**config.mk**
```make
export PLATFORM = sky130hd
export DESIGN_NAME = count_compare_unit
export DESIGN_NICKNAME = d
export VERILOG_FILES = /design/src/rtl/count_compare_unit.sv
export SDC_FILE = /design/constraint.sdc
export NUM_CORES = 1
export LEC_CHECK = 0
export CAP_MARGIN = 10
export CORE_MARGIN = 2
export CORE_UTILIZATION = 45
export CTS_BUF_LIST = sky130_fd_sc_hd__clkbuf_16
export DETAILED_ROUTE_END_ITERATION = 6
export PLACE_DENSITY = 0.76
export SYNTH_ARGS = -nofsm -noshare
export SYNTH_HDL_FRONTEND = slang
export SYNTH_SLANG_ARGS = --single-unit
```
**constraint.sdc**
```tcl
create_clock -name clk -period 2.1 [get_ports clk]
set_input_delay 0.42 -clock clk [delete_from_list [all_inputs] [get_ports clk]]
set_output_delay 0.42 -clock clk [all_outputs]
set_load 0.02 [all_outputs]
```
**src/rtl/count_compare_unit.sv**
```systemverilog
// ============================================================================
// count_compare_unit : compare/event stage behind the free-running counter
// Rev 1.0 : initial release
// ============================================================================
`default_nettype none

module count_compare_unit #(
  parameter int WIDTH  = 16,
  parameter int ECNT_W = 8
) (
  input  logic              clk,
  input  logic              reset,
  input  logic [WIDTH-1:0]  count_in,
  input  logic              cfg_valid,
  output logic              cfg_ready,
  input  logic [WIDTH-1:0]  cfg_target,
  input  logic [WIDTH-1:0]  cfg_period,
  input  logic              cfg_periodic,
  input  logic              arm,
  input  logic              disarm,
  input  logic              evt_ack,
  output logic              evt_pulse,
  output logic              evt_pending,
  output logic              overrun,
  output logic [ECNT_W-1:0] event_cnt,
  output logic [1:0]        state
);

  typedef enum logic [1:0] {
    IDLE  = 2'b00,
    ARMED = 2'b01,
    DONE  = 2'b10
  } state_t;

  state_t              state_q, state_d;
  logic [WIDTH-1:0]    target_q, target_d;
  logic [WIDTH-1:0]    period_q, period_d;
  logic                periodic_q, periodic_d;
  logic                evt_pulse_q, evt_pulse_d;
  logic                evt_pending_q, evt_pending_d;
  logic                overrun_q, overrun_d;
  logic [ECNT_W-1:0]   event_cnt_q, event_cnt_d;

  logic                cfg_fire;
  logic                match;

  assign cfg_ready = (state_q == IDLE);
  assign cfg_fire  = cfg_valid & cfg_ready;
  // disarm suppresses the match outright, so a same-cycle hit leaves no trace
  assign match     = (state_q == ARMED) && !disarm && (count_in == target_q);

  always_comb begin
    state_d       = state_q;
    target_d      = target_q;
    period_d      = period_q;
    periodic_d    = periodic_q;
    evt_pulse_d   = 1'b0;
    evt_pending_d = evt_pending_q;
    overrun_d     = overrun_q;
    event_cnt_d   = event_cnt_q;

    if (match) begin
      evt_pulse_d   = 1'b1;
      evt_pending_d = 1'b1;
      if (evt_pending_q && !evt_ack)
        overrun_d = 1'b1;
      if (event_cnt_q != {ECNT_W{1'b1}})
        event_cnt_d = event_cnt_q + 1'b1;
      // period 0 leaves the target alone: next hit is one full counter lap away
      if (periodic_q)
        target_d = target_q + period_q;
    end else if (evt_ack) begin
      evt_pending_d = 1'b0;
    end

    case (state_q)
      IDLE: begin
        if (cfg_fire) begin
          target_d    = cfg_target;
          period_d    = cfg_period;
          periodic_d  = cfg_periodic;
          event_cnt_d = '0;
          overrun_d   = 1'b0;
        end
        if (arm && !disarm)
          state_d = ARMED;
      end
      ARMED: begin
        if (disarm)
          state_d = IDLE;
        else if (match && !periodic_q)
          state_d = DONE;
      end
      DONE: begin
        if (disarm)
          state_d = IDLE;
        else if (arm)
          state_d = ARMED;
      end
      default: state_d = IDLE;
    endcase
  end

  always_ff @(posedge clk or posedge reset) begin
    if (reset) begin
      state_q       <= IDLE;
      target_q      <= '0;
      period_q      <= '0;
      periodic_q    <= 1'b0;
      evt_pulse_q   <= 1'b0;
      evt_pending_q <= 1'b0;
      overrun_q     <= 1'b0;
      event_cnt_q   <= '0;
    end else begin
      state_q       <= state_d;
      target_q      <= target_d;
      period_q      <= period_d;
      periodic_q    <= periodic_d;
      evt_pulse_q   <= evt_pulse_d;
      evt_pending_q <= evt_pending_d;
      overrun_q     <= overrun_d;
      event_cnt_q   <= event_cnt_d;
    end
  end

  assign evt_pulse   = evt_pulse_q;
  assign evt_pending = evt_pending_q;
  assign overrun     = overrun_q;
  assign event_cnt   = event_cnt_q;
  assign state       = state_q;

endmodule

`default_nettype wire

```
# Yosys cells after proc, flatten, opt, wreduce, memory -nomap -nowiden
# Index checks and enable logic that the tools add are counted.
word_totals:
  ff_bits: 46
  latchBits: 0
  ram_bits: 0
  mem_bits_ro: 0
  input_bits: 55
  n_memories: 0
op_classes:
  addsub: 2
  multipliers: 0
  n_div: 0
  order_cmp: 0
  n_eq_ne: 7
  shifts: 0
  muxes: 21
  n_bitwise: 1
  reduce_logical: 12
ops:
  columns: ["op", "count"]
  rows:
  - ["$mux W16", 4]
  - ["$mux W8", 4]
  - ["$add A16 B16 Y16", 1]
  - ["$eq A16 B16 Y1", 1]
  - ["$mux W2", 5]
  - ["$add A8 B1 Y8 const B", 1]
  - ["$ne A8 B8 Y1 const B", 1]
  - ["$mux W1", 7]
  - ["$pmux W2 S3", 1]
  - ["$logic_and A1 B1 Y1", 5]
  - ["$logic_not A1 Y1", 3]
  - ["$ne A3 B2 Y1 const B", 1]
  - ["$ne A3 B3 Y1 const B", 1]
  - ["$reduce_and A3 Y1", 1]
  - ["$eq A2 B1 Y1 const B", 1]
  - ["$eq A2 B2 Y1 const B", 1]
  - ["$logic_not A2 Y1", 1]
  - ["$ne A2 B1 Y1 const B", 1]
  - ["$reduce_and A2 Y1", 1]
  - ["$reduce_bool A2 Y1", 1]
  - ["$and A1 B1 Y1", 1]

# Depth between registers and ports, before layout
depth:
  word_depth: 7
  ltp_mapped: 8

# Worst setup path after synthesis
# Ideal clock, no wire load.
synth_path:
  kind: "register to register"
  start: "register target_q[13]"
  end: "register target_q[15]"
  setup_ps: 82
  t_arrival_ps: 2135
  required_ps: 2018
  slack_ps: -117
  path_stages_with_launch: 9
  n_path_buf: 1
  period_less_slack_ps: 2217
  path_cell_list: "dfrtp_1 > ha_1 > buf_2 > and3_1 > nand2_1 > a2111oi_2 > nor3_1 > or4_1 > a31oi_1"
synth_between:
  elab_chain_len: 5
  word_cells_on_any_way: 7
  classes_between: "1 x add/sub; 1 x eq/ne; 4 x mux; 1 x reduce/logical"
synth_lines:
  columns: ["item", "line_no", "text"]
  rows:
  - ["start: declaration", "36", "logic [WIDTH-1:0] target_q, target_d;"]
  - ["start signal: assignment", "116", "target_q <= target_d;"]
  - ["$add A16 B16 Y16 / $eq A16 B16 Y1 (equally long branches)", "71, 50", null]
  - ["$mux W16 / $logic_and A1 B1 Y1 (equally long branches)", "70, 50", null]
  - ["$mux W16 (*)", "62", "if (match) begin"]
  - ["$mux W16", "78", "if (cfg_fire) begin"]
  - ["$mux W16 (*)", "76", "case (state_q)"]
  - ["via target_d[15]", "36", null]
# The timed path passes the listed nets; every way through them passes the cells marked *.
# A chain may end at the register's enable or synchronous reset.

# Worst setup path in the final report
layout_path:
  start: "register target_q[9]"
  end: "register target_q[15]"
# Same word-level chain as after synthesis.

==> key figures <==
Drt
  • Pre-antenna DRT Iters: 4
  • Drt first-iter violations: 144
  • Routed len/inst: around 17 um
  • Via density: 5.54
  • Total Wirelength: 9250 um
  • Final antenna-violating net count: 0
  • DRC Markers: 0
  • Vias post-DR: 2962

Floorplan
  • Core area: about 0.0063 sq mm
  • Initial core utilization: 46.0%
  • Die width: 84.4 um
  • Boundary pin count: 69
  • Die Y: 84.4 um
  • Die area: 0.00711 sq mm
  • Num rows: 29

Job
  • Max-cap violations: 0

Yosys
  • Area leader, netlist: dfrtp_1
  • Syn. warnings: 0
  • Cell variety after synth: between 40 and 50
  • Mapped cell area: 0.00291 sq mm
  • Syn Area/Cell: 8.88 sq um
  • Post-synthesis cell count: 327
  • Sequential share of the synthesized area: approximately two fifths
  • Synth top area cells: dfrtp_1 40%, nand2_1 11%, ha_1 6.9%, xor2_1 4.5%, mux2i_1 4.1%
  • Net Count, Synth: approximately 400
  • Synth Register Bits: 46
  • Yosys top cell area share: 39.6%

Timing
  • Fin crit share: 110%
  • Least-Margin Pin Slew: approximately 0.5 ns
  • Hold Fails Final Rpt: 0
  • Crit path setup slack, layout: -0.219 ns
  • Rel. slew slack: 66.5%
  • RSZ-0062 raised after global routing: yes
  • Final setup fails: 14
  • Slew Viols, Final: 0
  • Fmax: 431 MHz
  • Post-route minimum period: 2.32 ns
  • Worst clock skew: about 0.0045 ns
  • Setup_tns: -1.32 ns

GRT
  • First-pass GRT wire length: 13400 um
  • GRT met1 Usage: around 29%
  • GR Util met2: 41.8%
  • Number of global-route vias before repair: 2903
  • Initial antenna violation count: 0
  • Total congestion overflow: 0
  • Gr busiest metal: met2
  • Tot GR Track Use: 23.4%
  • GRT met3 Usage: 3.54%
  • Pin count of the biggest net entering global routing: 30

Setup path
  • Reg-to-reg endpoint: target_q[15]
  • Crit Path Category: flip-flop to flip-flop
  • CP Launch Type: flip-flop
  • Critical Path End Type: flip-flop
  • CP Data Arrival Time: 2.53 ns
  • Reg2Reg Depth: 7
  • Origin of the worst setup path: target_q[9]
  • CP Max Fanout: 3
  • R2R setup slack: -0.22 ns
  • CP required: 2.31 ns
  • Crit Reg-Reg Startpoint: target_q[9]

Layout
  • Finished Layout Cells: 535
  • Fraction of layout cells with a size suffix above 1: about a quarter
  • Most frequent cells in the layout: 81 x nand2_1, 59 x clkdlybuf4s50_1, 53 x buf_4, 45 x dfrtp_1, 14 x xor2_1
  • Area Growth Syn to Fin: 59.5%
  • Multi-input gate area: 0.00193 sq mm
  • Final net count: 529
  • Filler Cell Count: ~440
  • Commonest non-fill, non-tap cell in the layout: nand2_1
  • Seq. cell area: between 0.001 and 0.0015 sq mm
  • Antenna cells: 0

Clock network
  • Root Buffer: clkbuf_16
  • CTS H-tree lvls: 2
  • Clock Tree Buf Depth: 2
  • CTS tree: done
  • CTS clk-pin slew, worst paths: 0.07 ns
  • Hold buffers post-CTS: 0
  • Sink Count: 46
  • Inserted Clock Buffers: 5
  • Skew-Pair Late Insertion Delay: a little under 0.3 ns

Outcome
  • Failing checks: setup timing
  • Status: complete, but fails checks

Placed design
  • Routability cong.: a little under 0.9
  • Placed cell count: 509
  • Port Buffers: 68
  • Hpwl dp: 5960 um

Power
  • Leak pwr: 2.21 nW
  • PwrDens: 683 mW/mm^2
  • Peak supply drop: 0.423 mV

Min path
  • Worst Hold Class: input pin to asynchronous set/reset pin
==> through the flow <==
stage	power [W]	setup WS (ns)	cell area (sq um)	util, %	hold slack (ns)
floorplan	0.00171	0.00542	2960	-	0.450
global placement	0.00215	-0.496	4080	64.6	0.467
detailed placement	0.00219	-0.559	4080	64.6	0.468
CTS	0.00303	-0.0937	4340	68.7	0.415
global route	0.00333	-0.326	4630	73.4	0.450
finish	0.00316	-0.219	4630	73.4	0.403
==> per-layer routing <==
layer  part of all wire (%)  wire length, um  up-vias
met4                    3.9              363        0
met3                    5.6              521       31
li1                       -                -     1411
met5                      0                0        -
met1                     40             3650     1415
met2                     51             4710      105
==> critical path, cell delays in order, from the launching register on <==
cell and delay (ns):
dfrtp_1 0.47, ha_1 0.29, a21oi_2 0.19, o21ai_1 0.15
a31o_2 0.29, o21a_1 0.20, or4_1 0.49, a31oi_1 0.15
==> worst max-delay path by stage <==
stage                         endpoint  cells past startpoint
final                     target_q[15]                      7
after global routing      target_q[15]                      7
after CTS                 target_q[15]                      7
after detailed placement  event_cnt[6]                      7
after global placement    event_cnt[6]                      7
after floorplan           target_q[15]                      7
==> registers in the layout, indices dropped and copies added (netlist names) <==
signal,count
period_q,16
target_q,16
overrun,1
state,2
evt_pending,1
evt_pulse,1
periodic_q,1
event_cnt,8
==> area by class of cell <==
| cell class | instances | share of cell area (%) |
|---|---|---|
| multi-input combinational | 264 | 41.7 |
| sequential | 46 | 24.9 |
| clock buffer | 5 | 2.70 |
| inverter | 6 | 0.486 |
| clock inverter | 3 | 0.351 |
| tap | 77 | 2.08 |
| timing repair buffer | 134 | 27.8 |
==> Yosys cell counts <==
library cell and count:
a2111oi_2 1, a211o_1 1, a211oi_1 2, a21o_1 5, a21oi_1 17, a31o_2 1, a31oi_1 4, and2_1 2
and3_1 6, and3b_1 1, and4_1 1, buf_2 3, clkbuf_1 8, dfrtp_1 46, fa_1 1, ha_1 16
inv_1 6, mux2i_1 12, nand2_1 82, nand2b_1 2, nand3_1 13, nand3_2 3, nand4_1 3, nor2_1 8
nor3_1 6, nor4_1 1, nor4_2 2, nor4_4 1, o211a_1 1, o211ai_1 5, o21a_1 5, o21ai_0 15
o21ai_1 5, o21bai_1 2, o311ai_0 1, o31a_1 1, o31ai_1 2, or2_2 1, or3_1 2, or4_1 4
or4b_2 1, xnor2_1 13, xor2_1 15
==> report_power, final <==
part	total [W]	switching, W	internal [W]
logic	0.00132	0.000640	0.000683
clock network	0.000774	0.000339	0.000435
registers	0.00107	0.0000909	0.000976
total	0.00316	0.00107	0.00209
==> cell families after synthesis <==
group           share of synthesized area [%]
simple gates                             23.2
compound gates                           14.7
flops                                    39.6
xor+xnor                                 8.44
buf+inv                                  2.33
fa+ha+maj                                7.58
mux                                      4.13
==> what timing repair did <==
action | in CTS | in global routing
pin swaps | 24 | 26
setup endpoints to repair | 27 | 26
buffers inserted | 6 | 13
gates cloned | 0 | 1
resized for setup | 23 | 43
Note: power is estimated with default switching activity, not from simulation.
